**src/rtl/alu.sv**
```systemverilog
// rtl/alu.sv - two-stage pipelined ALU: clear, logical shift left, signed add, signed subtract
module alu #(
    parameter int DATAW = 4
) (
    input  logic               clk,
    input  logic               rst,
    input  logic [DATAW-1:0]   i_dataa,
    input  logic [DATAW-1:0]   i_datab,
    input  logic [1:0]         i_op,
    output logic [2*DATAW-1:0] o_result
);

    localparam int RW = 2 * DATAW;

    typedef enum logic [1:0] {
        OP_CLR = 2'b00,
        OP_SHL = 2'b01,
        OP_ADD = 2'b10,
        OP_SUB = 2'b11
    } op_t;

    // The shift amount is compared two bits wider so that 2*DATAW is always representable.
    localparam logic [DATAW+1:0] SHIFT_LIMIT = (DATAW + 2)'(RW);

    logic [DATAW-1:0] a_q;
    logic [DATAW-1:0] b_q;
    op_t              op_q;

    logic [RW-1:0]    a_zext;
    logic [RW-1:0]    a_sext;
    logic [RW-1:0]    b_sext;
    logic [DATAW+1:0] b_amount;
    logic [RW-1:0]    shl_value;
    logic [RW-1:0]    add_value;
    logic [RW-1:0]    sub_value;
    logic [RW-1:0]    result_next;

    always_ff @(posedge clk or posedge rst) begin
        if (rst) begin
            a_q  <= '0;
            b_q  <= '0;
            op_q <= OP_CLR;
        end else begin
            a_q  <= i_dataa;
            b_q  <= i_datab;
            op_q <= op_t'(i_op);
        end
    end

    assign a_zext    = {{DATAW{1'b0}}, a_q};
    assign a_sext    = {{DATAW{a_q[DATAW-1]}}, a_q};
    assign b_sext    = {{DATAW{b_q[DATAW-1]}}, b_q};
    assign b_amount  = {2'b00, b_q};
    assign shl_value = (b_amount >= SHIFT_LIMIT) ? '0 : (a_zext << b_q);
    assign add_value = a_sext + b_sext;
    assign sub_value = a_sext - b_sext;

    always_comb begin
        result_next = '0;
        case (op_q)
            OP_CLR:  result_next = '0;
            OP_SHL:  result_next = shl_value;
            OP_ADD:  result_next = add_value;
            OP_SUB:  result_next = sub_value;
            default: result_next = '0;
        endcase
    end

    always_ff @(posedge clk or posedge rst) begin
        if (rst) begin
            o_result <= '0;
        end else begin
            o_result <= result_next;
        end
    end

endmodule

```
**config.mk**
```make
export PLATFORM = sky130hd
export DESIGN_NAME = alu
export DESIGN_NICKNAME = d
export VERILOG_FILES = /design/src/rtl/alu.sv
export SDC_FILE = /design/constraint.sdc
export NUM_CORES = 1
export LEC_CHECK = 0
export ABC_AREA = 1
export CAP_MARGIN = 10
export CORE_MARGIN = 2
export CORE_UTILIZATION = 41
export CTS_BUF_LIST = sky130_fd_sc_hd__clkbuf_4 sky130_fd_sc_hd__clkbuf_8
export DETAILED_ROUTE_END_ITERATION = 8
export PLACE_DENSITY = 0.68
export SLEW_MARGIN = 20
export SYNTH_ARGS = -nofsm -noshare
export SYNTH_HDL_FRONTEND = slang
export SYNTH_SLANG_ARGS = --single-unit
```
**constraint.sdc**
```tcl
create_clock -name clk -period 1.65 [get_ports clk]
set_input_delay 0.495 -clock clk [delete_from_list [all_inputs] [get_ports clk]]
set_output_delay 0.495 -clock clk [all_outputs]
set_load 0.005 [all_outputs]
```
# Word-level counts from Yosys, hierarchy flattened
# Cells that the tools add are included.
[classes]
addsub = 2
n_lt_le_gt_ge = 1
eq_ne = 3
n_shift = 1
n_mux = 2
reduce_logical = 1
[ops]
columns = ["cell", "n"]
rows = [
  ["case mux 8 bit (4 select lines)", 1],
  ["2-to-1 mux 8 bit", 1],
  ["left shift 4 x 4 -> 8 bit", 1],
  ["adder 4 x 4 -> 5 bit", 1],
  ["subtractor 4 x 4 -> 5 bit", 1],
  ["equality test 2 bit, second input constant", 2],
  ["greater-or-equal comparator 4 bit, second input constant", 1],
  ["equality test 2 x 1 -> 1 bit, second input constant", 1],
  ["zero test 2 bit", 1],
]
[totals]
ff_bits = 18
input_bits = 12
output_inout_bits = 8
elab_cells = 14

# Logic depth before layout (Yosys ltp)
# Gate-level depths: netlist of run 1.
[logic_depth]
ltp_word = 3
depth_mapped = 11
mapped_depth_nobuf = 11

# Worst setup path before layout of run 1
# No wires, ideal clock.
[synth_timing]
path_type = "reg-to-reg"
from = "reg b_q[0]"
to = "reg o_result[2]"
arrival_ns = 1.447
slack_ns = 0.069
stages_incl_launch_ff = 6
n_path_buf = 0
synth_period_minus_slack_ns = 1.581
path_cell_list = "dfrtp_1 ha_1 fa_1 or2_2 nand3_1 o211ai_1"
[synth_via]
elab_chain_cells = 3
[synth_rtl]
columns = ["element", "line", "rtl"]
rows = [
  ["start: declaration", "26", "logic [DATAW-1:0] b_q;"],
  ["start signal: assignment", "45", "b_q <= i_datab;"],
  ["greater-or-equal comparator 4 bit / left shift 4 x 4 -> 8 bit (equally long branches)", "54", "assign shl_value = (b_amount >= SHIFT_LIMIT) ? '0 : (a_zext << b_q);"],
  ["2-to-1 mux 8 bit", "54", ""],
  ["case mux 8 bit (4 select lines) *", "60", "case (op_q)"],
  ["named net result_next[2]", "36", "logic [RW-1:0] result_next;"],
  ["end signal: assignment", "73", "o_result <= result_next;"],
  ["end: declaration", "10", "output logic [2*DATAW-1:0] o_result"],
]
# The timed path passes the listed nets; every way through them passes the cells marked *.

# Final worst setup path of run 1
[layout_timing]
from = "reg o_result[6]"
to = "out o_result[6]"
# No word-level cell between the ends.

==> results of run 1 <==
[state kept, by name (all words and copies together), names as in the netlist]
register / flops
o_result: 8
a_q: 4
b_q: 4
op_q: 2
[layout by cell type (no fill, tap or decap)]
cell type        count
a21oi_1              4
buf_4                7
clkbuf_4             3
clkdlybuf4s50_1     15
dfrtp_1             18
dlymetal6s2s_1       4
fa_2                 2
ha_1                 9
inv_1               16
inv_2                2
nand2_1             31
nand2_2              1
nand3_1             15
nand3_4              1
nand3b_1             2
nand4_1              1
nor2_1               8
nor2_4               2
o211ai_1             3
o21ai_0              3
o21ai_1              2
o22ai_1              1
or2_2                1
[area by class of cell]
class | instances | area (µm²)
clock buffers | 3 | 22.5
fillers | 219 | 1070
inverters | 18 | 67.6
multi-input cells | 86 | 527
flip-flops and latches | 18 | 450
well taps | 30 | 37.5
repair buffers | 26 | 253
[tightest hold or removal path, delay by kind of cell]
family / cells / cell delay, ps
buffers and inverters: 3 / 680
[synthesized netlist by cell type (all sizes together)]
library cell,instances
a21oi,4
dfrtp,18
fa,2
ha,9
inv,18
nand2,32
nand3,16
nand3b,2
nand4,1
nor2,10
o211ai,3
o21ai,5
o22ai,1
or2,1
[power by group]
group          total (mW)  internal [mW]  switching, mW  leakage (nW)
logic               0.239          0.120          0.119         0.492
registers           0.494          0.474         0.0200         0.220
clock network       0.209         0.0849          0.124        0.0138
total               0.942          0.679          0.263         0.726
[layer usage]
metal,routed length (µm),global-route usage (%),vias to the layer above
met5,0,0,-
met4,29,7.50,0
met3,128,2.46,4
met2,1120,31.1,45
met1,874,20.0,422
li1,-,-,451
[logic make-up after synthesis]
family,count (synthesis),share of synthesized area [%]
AO/OA/AOI/OAI,13,7.12
flip-flops,18,43.4
adder cells (fa/ha/maj),11,14.7
AND/OR/NAND/NOR,62,28.2
buffers and inverters,18,6.51
[worst paths after layout]
kind	to
min in group clk	o_result[4]
worst max-delay path	o_result[6]
worst min-delay path	b_q[0]
worst min register to register	o_result[4]
max in group asynchronous	o_result[5]
worst max register to register	o_result[2]
[repair_timing]
| action | in CTS | in global routing |
|---|---|---|
| endpoints found under the setup margin | 0 | 9 |
| endpoints found under the hold margin | 0 | 0 |
| gates resized for setup | 0 | 8 |
| setup buffers | 0 | 1 |
==> metrics.yaml, run 1 <==
global_routing:
  grt-ovfl-total: 0
  grt_pass1_wl_um: 3590
  grt_pass1_vias: 855
  grt_max_degree: 19
  grt_antenna_before_repair: 0
  grtUsageTotal_pct: 17.2
floorplanning:
  start_util_pct: 42.6
  rows: 18
  die_w_um: 54.3
  io_pins: 20
  die_height_um: 54.3
  core_area_mm2: 0.00243
  die-area_mm2: 0.00295
critical_path:
  slowest_stage: "clkdlybuf4s50_1"
  cp-end-kind: "primary output"
  required_ps: 1150
  critPathLaunchType: "flip-flop"
  crit_type: "flip-flop to primary output"
  startpoint: "o_result[6]"
  worstPathCellList: "clkdlybuf4s50_1"
  critPathMaxFanout: 1
  crit_arrival_ps: 1110
  worst-path-buf-inv: 1
  ff2ff_setup_slack_ps: 60
  slowest_delay_ps: 490
  path_depth: 1
  cp_top_family: "buffers and inverters"
  rr_worst_depth: 5
  timing.rr.start: "a_q[0]"
place:
  io_buffers: 19
  dpl_worst_slack_ps: 22.7
  dpl.cell_count: 177
  place_hpwl_um: 1730
  routabilityCongestion: 0.924
  place_area_mm2: 0.00131
clocking:
  cts.path.max_buffers: 2
  clkLatencyLatePin_ps: 290
  cts_max_level: 1
  cts_root_buf: "clkbuf_4"
  cts_sinks: 18
  cts_tree: "yes"
  numCtsBuffers: 3
  path_clk_slew_ps: 90
  cts_hold_buffers: 0
timing:
  worst_slew_pin_slew_ps: 286
  hold_slack_ps: 510
  setup_tns_ps: 0
  finalHoldViolCount: 0
  fin_ws_ps: 41.7
  finalMaxSlewViolations: 0
  period_minus_slack_ps: 1610
  fmax_mhz: 622
  rsz0062_at_grt: "true"
  slew_headroom_pct: 80.9
  setup_viol: 0
  period_share_pct: 97.5
  fin_skew_ps: 5.77
routing:
  drt_iter0_drc: 39
  drc: 0
  ant_nets: 0
  drt-pass1-iter-count: 4
  vias_per_cell: 5.09
  wl_per_cell_um: 11.9
  drt_wl_total_um: 2150
  vias: 922
yosys:
  ys_warn_count: 0
  synth_seq_cells: 18
  yosysTopAreaCell: "dfrtp_1"
  synth_area_mm2: 0.00104
  yosys.cell_types.count: 18
  yosysSeqAreaShare_pct: 43.4
  synth_cells: 122
  synth_area_leaders: "dfrtp_1, nand2_1, ha_1"
  avgSynthCellArea_um2: 8.50
  synth_nets: 145
  synth_top_area_share_pct: 43.4
final_layout:
  instances_no_fill: 181
  final_area_mm2: 0.00136
  area_growth_pct: 30.9
  drive_above_1_share_pct: 12.6
  nets: 176
  num_antenna_cells: 0
  final_core_util_pct: 55.8
worst_hold_path:
  hp-class: "primary input to async pin"
pwr:
  p_leak_nw: 0.726
  power.density_mw_per_mm2: 694
  power_mw: 0.942
  peakVddDrop_mv: 0.427
run:
  cap_violations: 0
run_status:
  status: "finished clean"
Note: power is estimated with default switching activity, not from simulation.
==> inputs of run 2 (changes only) <==
--- a/config.mk
+++ b/config.mk
@@ -7,11 +7,13 @@
 export LEC_CHECK = 0
 export ABC_AREA = 1
 export CAP_MARGIN = 10
+export CELL_PAD_IN_SITES_DETAIL_PLACEMENT = 0
+export CELL_PAD_IN_SITES_GLOBAL_PLACEMENT = 1
 export CORE_MARGIN = 2
-export CORE_UTILIZATION = 41
+export CORE_UTILIZATION = 35
 export CTS_BUF_LIST = sky130_fd_sc_hd__clkbuf_4 sky130_fd_sc_hd__clkbuf_8
 export DETAILED_ROUTE_END_ITERATION = 8
-export PLACE_DENSITY = 0.68
+export PLACE_DENSITY_LB_ADDON = 0.1
 export SLEW_MARGIN = 20
 export SYNTH_ARGS = -nofsm -noshare
 export SYNTH_HDL_FRONTEND = slang
==> run 2 against run 1 <==
Worst hold slack worse by 14 ps. Maximum frequency is 1.2% higher. Flip-flop and latch count stayed put. Largest cell class unchanged. Clock-buffer cell count up 1. Wire length is 3.3% higher. Critical path type is now flip-flop to flip-flop. Global-route usage is 2.4 points lower. Setup slack gained 19 ps. Die area rose by 16%. Critical path depth increased by 4. Critical endpoint is now o_result[2]. Sequential share of layout area shrank 0.98 points. Final cell count increased by 2.2%.
==> metrics.yaml, run 2 (synthesis results as in run 1) <==
run_status:
  status: "finished clean"
critical_path:
  endpoint: "o_result[2]"
  critPathMaxFanout: 3  # +2
  r2r_end: "o_result[2]"
  worstPathCellList: "ha_2 -> fa_1 -> or2_2 -> nand3_1 -> o211ai_1"
  critPathLaunchType: "flip-flop"
  crit_type: "flip-flop to flip-flop"
  cp-end-kind: "flip-flop"
  timing.rr.start: "b_q[0]"
  ff2ff_setup_slack_ps: 60  # about the same
  crit_arrival_ps: 1770  # +660 ps
  slowest_delay_ps: 420  # -70 ps
  rr_worst_depth: 5  # unchanged
  slowest_stage: "dfrtp_1"
  startpoint: "b_q[0]"
  required_ps: 1830  # +680 ps
clocking:
  path_clk_slew_ps: 100  # about the same
  cts_root_buf: "clkbuf_4"
  cts_tree: "yes"
  cts.path.max_buffers: 2  # unchanged
  cts_max_level: 1  # unchanged
  clkLatencyLatePin_ps: 300  # about the same
  cts_hold_buffers: 0  # unchanged
  numCtsBuffers: 3  # unchanged
  cts_sinks: 18  # unchanged
timing:
  setup_viol: 0  # unchanged
  rsz0062_at_grt: "true"
  slew_headroom_pct: 80.1  # -0.83 points
  hold_slack_ps: 496  # -14.0 ps
  finalMaxSlewViolations: 0  # unchanged
  fmax_mhz: 629  # +1.2%
  fin_skew_ps: 0.962  # -4.81 ps
  setup_tns_ps: 0  # unchanged
  worst_slew_pin_slew_ps: 299  # +12.5 ps
  finalHoldViolCount: 0  # unchanged
  period_minus_slack_ps: 1590  # -19.4 ps
  period_share_pct: 96.3  # -1.2 points
floorplanning:
  core_area_mm2: 0.00278  # +14%
  die-area_mm2: 0.00342  # +16%
  die_w_um: 58.4  # +7.6%
  die_height_um: 58.4  # +7.6%
  start_util_pct: 37.3  # -5.4 points
  io_pins: 20  # unchanged
  rows: 19  # +1
routing:
  drt_wl_total_um: 2220  # +3.3%
  drt_iter0_drc: 28  # -28%
  wl_per_cell_um: 12.0  # +1.1%
  wirelength_met1_um: 951  # +8.8%
  wl_met2_um: 1120  # unchanged
  maxUsedRoutingLayer: "met4"
  vias_per_cell: 4.95  # -2.8%
  drc: 0  # unchanged
  wl_met3_um: 126  # -1.6%
  ant_nets: 0  # unchanged
  vias: 916  # -0.65%
  drt-pass1-iter-count: 4  # unchanged
pwr:
  peakVddDrop_mv: 0.516  # +21%
  power.density_mw_per_mm2: 718  # +3.4%
  p_leak_nw: 0.789  # +8.7%
place:
  routabilityCongestion: 0.817  # -12%
  place_hpwl_um: 1810  # +4.4%
  place_area_mm2: 0.00133  # +1.2%
  io_buffers: 19  # unchanged
  dpl.cell_count: 180  # +1.7%
global_routing:
  grt_pass1_vias: 883  # +3.3%
  grt_antenna_before_repair: 0  # unchanged
  grt_pass1_wl_um: 3780  # +5.4%
  grt_max_degree: 19  # unchanged
  grtUsageTotal_pct: 14.8  # -2.4 points
  grt-ovfl-total: 0  # unchanged
final_layout:
  fillers: 265  # +21%
  top_regs: "o_result (8), a_q (4), b_q (4)"
  num_antenna_cells: 0  # unchanged
  largest_reg_flops: 8  # unchanged
  instances_no_fill: 185  # +2.2%
  final_common_cell: "nand2_1"
  final_core_util_pct: 50.3  # -5.5 points
  mostFrequentLayoutCells: "nand2_1, dfrtp_1, inv_1"
  nets: 178  # +1.1%
  regMostFlops: "o_result"
  area_growth_pct: 34.9
  drive_above_1_share_pct: 14.9  # +2.4 points
  final_area_mm2: 0.00140  # +3.0%
run:
  cap_violations: 0  # unchanged
worst_hold_path:
  hp-class: "primary input to async pin"
==> run 2: cell count changes in the layout (fill, tap and decap cells not counted), sizes merged <==
cell,delta
clkdlybuf4s50,-4
dlymetal6s2s,+3
buf,+2
clkbuf,+1
dlygate4sd2,+1
==> run 2: how the worst min path moves through the flow <==
stage                        endpoint  slack, ps  depth (start not counted)
after floorplan                a_q[0]        430                          1
after global placement    o_result[5]        620                          3
after detailed placement  o_result[5]        610                          3
after CTS                 o_result[4]        500                          3
after global routing      o_result[4]        530                          3
final                     o_result[4]        500                          3
==> run 2: layout make-up <==
cell class / count / area [µm²] / share of cell area, %
flip-flops and latches: 18 / 450 / 32.2
inverters: 18 / 67.6 / 4.83
clock buffers: 4 / 36.3 / 2.59
well taps: 31 / 38.8 / 2.77
repair buffers: 28 / 274 / 19.6
multi-input cells: 86 / 532 / 38.0
==> run 2: metrics by stage <==
stage | power (mW) | worst slack (ps)
3_3_place_gp | 0.747 | 35.6
3_5_place_dp | 0.746 | 10.2
2_1_floorplan | 0.625 | 69.2
6_report | 1.00 | 61.1
4_1_cts | 1.02 | 7.64
5_1_grt | 1.07 | -50.7
==> run 2: per-layer routing <==
| metal | GRT usage [%] | vias to the layer above |
|---|---|---|
| met3 | 4.62 | 4 |
| met5 | 0 | - |
| li1 | - | 454 |
| met1 | 18.4 | 438 |
| met2 | 24.9 | 20 |
| met4 | 3.99 | 0 |
==> run 2: report_power, final <==
part           leakage (nW)  switching, mW  internal [mW]
Sequential            0.220         0.0202          0.474
Combinational         0.548          0.119          0.119
Clock                0.0210          0.137          0.135
Total                 0.789          0.276          0.728
==> run 2: what timing repair did <==
action                     CTS  global route
setup endpoints to repair    2            12
pin swaps                    0             0
gates resized for setup      1            12
setup buffers                1             0
==> run 2: worst max-delay path, delay by kind of cell, from the launching register on <==
family	cells	cell delay, ps
flops	1	420
simple gates	2	370
fa+ha+maj	2	590
compound gates	1	100
